`src/rtl/regfile_sb.sv`:
```
// Architectural register file with two bypassed combinational read ports and a
// per-register pending-write scoreboard used by ctrl for RAW stall detection.
module regfile_sb #(
    parameter int unsigned ADDR_W = 5,
    parameter int unsigned DATA_W = 32,
    parameter int unsigned NREG   = 32
) (
    input  logic              clk,
    input  logic              rst,
    input  logic              we,
    input  logic [ADDR_W-1:0] waddr,
    input  logic [DATA_W-1:0] wdata,
    input  logic              re1,
    input  logic [ADDR_W-1:0] raddr1,
    output logic [DATA_W-1:0] rdata1,
    output logic              busy1,
    input  logic              re2,
    input  logic [ADDR_W-1:0] raddr2,
    output logic [DATA_W-1:0] rdata2,
    output logic              busy2,
    input  logic              issue_valid,
    input  logic [ADDR_W-1:0] issue_rd,
    input  logic              flush,
    output logic              sb_empty
);

    logic [DATA_W-1:0] regs [1:NREG-1];
    logic [NREG-1:0]   pending;
    logic [NREG-1:0]   pending_nxt;
    logic [DATA_W-1:0] arr_data1;
    logic [DATA_W-1:0] arr_data2;
    logic              arr_pend1;
    logic              arr_pend2;

    // Register array; writes to x0 fall outside the loop and are dropped.
    always_ff @(posedge clk or negedge rst) begin
        if (!rst) begin
            for (int unsigned r = 1; r < NREG; r++) begin
                regs[r] <= '0;
            end
        end else begin
            for (int unsigned r = 1; r < NREG; r++) begin
                if (we && (waddr == ADDR_W'(r))) begin
                    regs[r] <= wdata;
                end
            end
        end
    end

    // Flush clears everything; otherwise a new issue outranks a same-cycle write-back.
    always_comb begin
        pending_nxt = pending;
        if (flush) begin
            pending_nxt = '0;
        end else begin
            for (int unsigned r = 1; r < NREG; r++) begin
                if (issue_valid && (issue_rd == ADDR_W'(r))) begin
                    pending_nxt[r] = 1'b1;
                end else if (we && (waddr == ADDR_W'(r))) begin
                    pending_nxt[r] = 1'b0;
                end
            end
        end
        pending_nxt[0] = 1'b0;
    end

    always_ff @(posedge clk or negedge rst) begin
        if (!rst) begin
            pending <= '0;
        end else begin
            pending <= pending_nxt;
        end
    end

    // Array lookup for both ports, before bypass and gating.
    always_comb begin
        arr_data1 = '0;
        arr_data2 = '0;
        arr_pend1 = 1'b0;
        arr_pend2 = 1'b0;
        for (int unsigned r = 1; r < NREG; r++) begin
            if (raddr1 == ADDR_W'(r)) begin
                arr_data1 = regs[r];
                arr_pend1 = pending[r];
            end
            if (raddr2 == ADDR_W'(r)) begin
                arr_data2 = regs[r];
                arr_pend2 = pending[r];
            end
        end
    end

    always_comb begin
        rdata1 = '0;
        busy1  = 1'b0;
        rdata2 = '0;
        busy2  = 1'b0;
        if (rst && re1 && (raddr1 != '0)) begin
            if (we && (waddr == raddr1)) begin
                rdata1 = wdata;
            end else begin
                rdata1 = arr_data1;
                busy1  = arr_pend1;
            end
        end
        if (rst && re2 && (raddr2 != '0)) begin
            if (we && (waddr == raddr2)) begin
                rdata2 = wdata;
            end else begin
                rdata2 = arr_data2;
                busy2  = arr_pend2;
            end
        end
    end

    assign sb_empty = (pending == '0);

endmodule

```
`config.mk`:
```
export PLATFORM = sky130hd
export DESIGN_NAME = regfile_sb
export DESIGN_NICKNAME = d
export VERILOG_FILES = /design/src/rtl/regfile_sb.sv
export SDC_FILE = /design/constraint.sdc
export NUM_CORES = 2
export LEC_CHECK = 0
export CORE_ASPECT_RATIO = 0.7
export CORE_MARGIN = 5
export CORE_UTILIZATION = 60
export DETAILED_ROUTE_END_ITERATION = 7
export MAX_ROUTING_LAYER = met4
export PLACE_DENSITY = 0.87
export SLEW_MARGIN = 30
export SYNTH_ARGS = -nofsm -noshare
export SYNTH_HDL_FRONTEND = slang
export SYNTH_SLANG_ARGS = --single-unit
```
`constraint.sdc`:
```
create_clock -name clk -period 3.74 [get_ports clk]
set_clock_uncertainty 0.15 [all_clocks]
set_input_delay 0.748 -clock clk [delete_from_list [all_inputs] [get_ports clk]]
set_output_delay 0.748 -clock clk [all_outputs]
set_load 0.02 [all_outputs]
```
==> metrics.txt, run 1 <==
Netlist Area Pre-Place 56300 sq um; Synth Register Bits between 1000 and 1500; Syn Nets 5309; cts bufs inserted 99; gpl congestion 1.23; Ports 126; status did not finish; ys flop type dfrtp_1; Mapped Cells 5250; num rows 94; error msg [ERROR GRT-0232] Routing congestion too high. Check the congestion heatmap in the GUI.; Clock Sinks 1023; H-tree Lvls 3; Mean Syn Cell Area 10.7 sq um; initial cell density of the core 0.602; largest net degree at the start of global routing about 190; sequential share of the synthesized area 0.455; Failed at global routing (5_1_grt); YS warnings 0; Die H between 200 and 300 um; hold-fix buffers at CTS 0; total track usage 0.830; Netlist cell types 92; Post-synth EDFFs 0; Die W 376 um; input/output buffers 125; DPL Wire Length 241000 um; total congestion overflow 179; Clock Path Buffers 3; Synth async-reset ratio 1.00; root buf cell clkbuf_16; dpl cells 7302
## synth_stat cells (45+ instances only)
cell	n	area share
nand4_1	49	0.0054
nor3_1	77	0.0069
nand3_1	108	0.0096
a22oi_1	414	0.055
a31oi_1	55	0.0061
dfrtp_1	1023	0.46
a21oi_1	263	0.023
clkbuf_1	244	0.016
o211ai_1	49	0.0065
buf_2	177	0.016
nor2_1	250	0.017
nand2_1	299	0.020
a22o_1	45	0.0070
o22ai_1	79	0.0088
o21ai_0	269	0.024
buf_1	55	0.0037
a221oi_1	91	0.014
mux2_2	1036	0.21
mux2i_1	63	0.011
## per-stage QoR
stage	cell area, sq um	TNS [ns]	setup WS (ns)	hold slack, ns
2_1_floorplan	56300	0	0.0742	0.302
3_3_place_gp	67900	-59.29	-1.27	0.343
4_1_cts	77500	-6.40	-0.212	0.0366
3_5_place_dp	67900	-58.57	-1.23	0.347
## metal layers
layer	overflow	GRT usage
met5	-	-
met4	90	0.764
met3	4	0.734
met2	82	0.918
met1	3	0.844
## repair_timing
item | CTS
setup endpoints to repair | 66
hold endpoints to repair | 0
gates cloned | 21
pin swaps | 253
buffers inserted | 220
resized for setup | 1146
## cell families after synthesis
logic type      share of synthesized area
compound gates                      0.191
xor+xnor                          0.00156
buf+inv                            0.0430
flops                               0.455
mux                                 0.220
simple gates                       0.0898
==> run 2: changes to the inputs <==
==> config.mk (replaced) <==
export PLATFORM = sky130hd
export DESIGN_NAME = regfile_sb
export DESIGN_NICKNAME = d
export VERILOG_FILES = /design/src/rtl/regfile_sb.sv
export SDC_FILE = /design/constraint.sdc
export NUM_CORES = 2
export LEC_CHECK = 0
export CORE_MARGIN = 5
export CORE_UTILIZATION = 40
export DETAILED_ROUTE_END_ITERATION = 7
export PLACE_DENSITY_LB_ADDON = 0.15
export SLEW_MARGIN = 30
export SYNTH_ARGS = -nofsm -noshare
export SYNTH_HDL_FRONTEND = slang
export SYNTH_SLANG_ARGS = --single-unit
==> run 2 against run 1 <==
Net effect:
- the flow now finishes, with violations (design-rule violations, negative setup slack)
- synthesized area unchanged
- synthesized cell count did not move
==> metrics.txt, run 2 <==
Finished Layout Cells approximately 8600; Die H 385 um; layout cell share with drive strength beyond 1 0.545; Crit Path Max Fanout 7; max FFs per register a little under 1000; Synth async-reset ratio 1.00; H-tree Lvls 3; Die W 385 um; initial cell density of the core 0.403; f_max 0.222 GHz; total track usage 0.515; Synth area leader dfrtp_1; leading cell type in the layout, fill and taps excluded buf_4; WS Path Type in2out; Critical R2R Launch regs[37]; min-delay worst type in2async; metal2 WL approximately 150000 um; total power 36.4 mW; most flop-heavy register regs; share of the synthesized area in the top cell type 0.455; input/output buffers 125; violated checks design-rule violations, negative setup slack; startpoint class of the critical path input pin; DRC 16; Clock Sinks 1023; vias post-DR 61900; gpl congestion 1.09; Synth Register Bits between 1000 and 1500; Slew headroom 0.317; Worst-path clk slew 0.06 ns; Setup Total Neg Slack -23.11 ns; post-place instance area 69100 sq um; Netlist cell types 92; hold-fix buffers at CTS 0; Hold Vio Cnt, Final 0; setup ws final -0.762 ns; commonest non-fill, non-tap cells in the layout buf_4 (1099), mux2_2 (1035), dfrtp_1 (1021); largest net degree at the start of global routing approximately 160; Skew-Pair Late Insertion Delay between 0.7 and 0.8 ns; unrepaired setup endpoints after global routing yes; max cap viols 0; Syn Nets 5309; initial DRC count roughly 11000; Mean Syn Cell Area 10.7 sq um; DR WL met3 61100 um; count leader, synth mux2_2; average wire per standard cell 45.9 um; via density per instance 7.18; crit path capture type primary output; number of global-route vias before repair ~57000; YS warnings 0; first-pass GRT wire length 521000 um; ys flop type dfrtp_1; Final Setup Violations 66; final max-slew violation count 0; 1st-pass router iterations 8; dpl cells 7975; total congestion overflow 0; Final Cycle Share 1.20; Ports approximately 130; Netlist Area Pre-Place 56300 sq um; R2R Setup Slk 2.43 ns; status complete, but fails checks; area growth from synthesis to layout 48.9%; num rows about 140; Post-synth EDFFs 0; pre-CTS setup slack -1.91 ns; Regs by FF count regs x992, pending x31; antenna violations before repair 27; worst-case reg-to-reg path depth 1; cell area after layout ~84000 sq um; met1 WL 148000 um; DPL Wire Length approximately 280000 um; CP required 2.84 ns; full die area between 100000 and 150000 sq um; Post-Route WL 396000 um; Mapped Cells 5250; Core Box Area 140000 sq um; cts bufs inserted 119; max layer used met5; Pwr Density 435 nW/um^2; TritonCTS clock tree done; Post-synth top cells mux2_2 (1036), dfrtp_1 (1023), a22oi_1 (414); post-layout min period around 4.5 ns; ANT nets after route 0; largest cells by area after synthesis dfrtp_1 (46%), mux2_2 (21%), a22oi_1 (5.5%), o21ai_0 (2.4%), a21oi_1 (2.3%); worst vdd ir 0.000425 V; Clock Path Buffers 3; Leak Pwr 36.5 nW; Worst R2R End regs[37]; Worst-Margin Slew 1.01 ns; sequential share of the synthesized area 0.455; root buf cell clkbuf_16; NumNets Final ~6700; CP arrival 3.60 ns
[run 2: cell counts after synthesis]
No cell type changed its count.
[run 2: through the flow]
step | utilization | hold WS [ns]
2_1_floorplan | - | 0.302
3_3_place_gp | 0.495 | 0.341
3_5_place_dp | 0.495 | 0.350
4_1_cts | 0.577 | 0.00201
5_1_grt | 0.599 | 0.0264
6_report | 0.600 | 0.0405
[run 2: report_power, final]
group          leakage, nW  switching (mW)  internal (mW)
logic                 21.3            3.96           3.77
registers             13.1            2.90           13.2
clock network         2.05            5.37           7.25
total                 36.5            12.2           24.2
[run 2: layout make-up]
type                    count  area, sq um
fillers                 11700        55900
diodes                     20         50.0
multi-input cells        3692        33000
well taps                1876         2350
clock inverters            55          708
clock buffers             164         3470
repair buffers           1774        18500
inverters                  18         77.6
flip-flops and latches   1023        25600
[run 2: logic make-up (layout without fill, tap and decap cells)]
family / after synthesis / count (layout) / synth area share
simple gates: 1023 / 1024 / 0.0898
mux: 1102 / 1102 / 0.220
flops: 1023 / 1023 / 0.455
other cells: 0 / 20 / 0
buf+inv: 536 / 2011 / 0.0430
compound gates: 1556 / 1556 / 0.191
xor+xnor: 10 / 10 / 0.00156
[run 2: worst max-delay path: stages]
cell	delay [ns]
buf_12	0.12
buf_12	0.12
buf_12	0.13
buf_6	0.11
buf_6	0.11
nor3b_4	0.25
buf_4	0.17
nand2_4	0.05
buf_6	0.12
buf_6	0.11
buf_6	0.12
o211ai_1	0.63
a21oi_1	0.20
buf_4	0.21
o21ai_4	0.16
a21oi_2	0.09
buf_6	0.14
[run 2: worst max-delay path by stage]
| stage | start | end | slack [ns] |
|---|---|---|---|
| floorplan | raddr1[1] | rdata1[31] | 0.07 |
| global placement | raddr2[4] | rdata2[22] | -1.89 |
| detailed placement | raddr2[4] | rdata2[22] | -1.91 |
| CTS | raddr2[2] | rdata2[12] | -0.56 |
| global route | raddr2[4] | rdata2[13] | -0.66 |
| finish | raddr2[4] | rdata2[13] | -0.76 |
[run 2: layer usage]
metal / global-route usage / vias up
li1: - / 22900
met1: 0.684 / 31300
met2: 0.684 / 6026
met3: 0.207 / 1661
met4: 0.343 / 28
met5: 0.00628 / -
[run 2: timing repair]
item	CTS	global route
endpoints found under the hold margin	0	0
gates cloned	11	5
pin swaps	291	292
buffers inserted	291	179
endpoints found under the setup margin	66	66
gates resized for setup	1300	463
No activity file was read; power rests on OpenSTA's default activity.
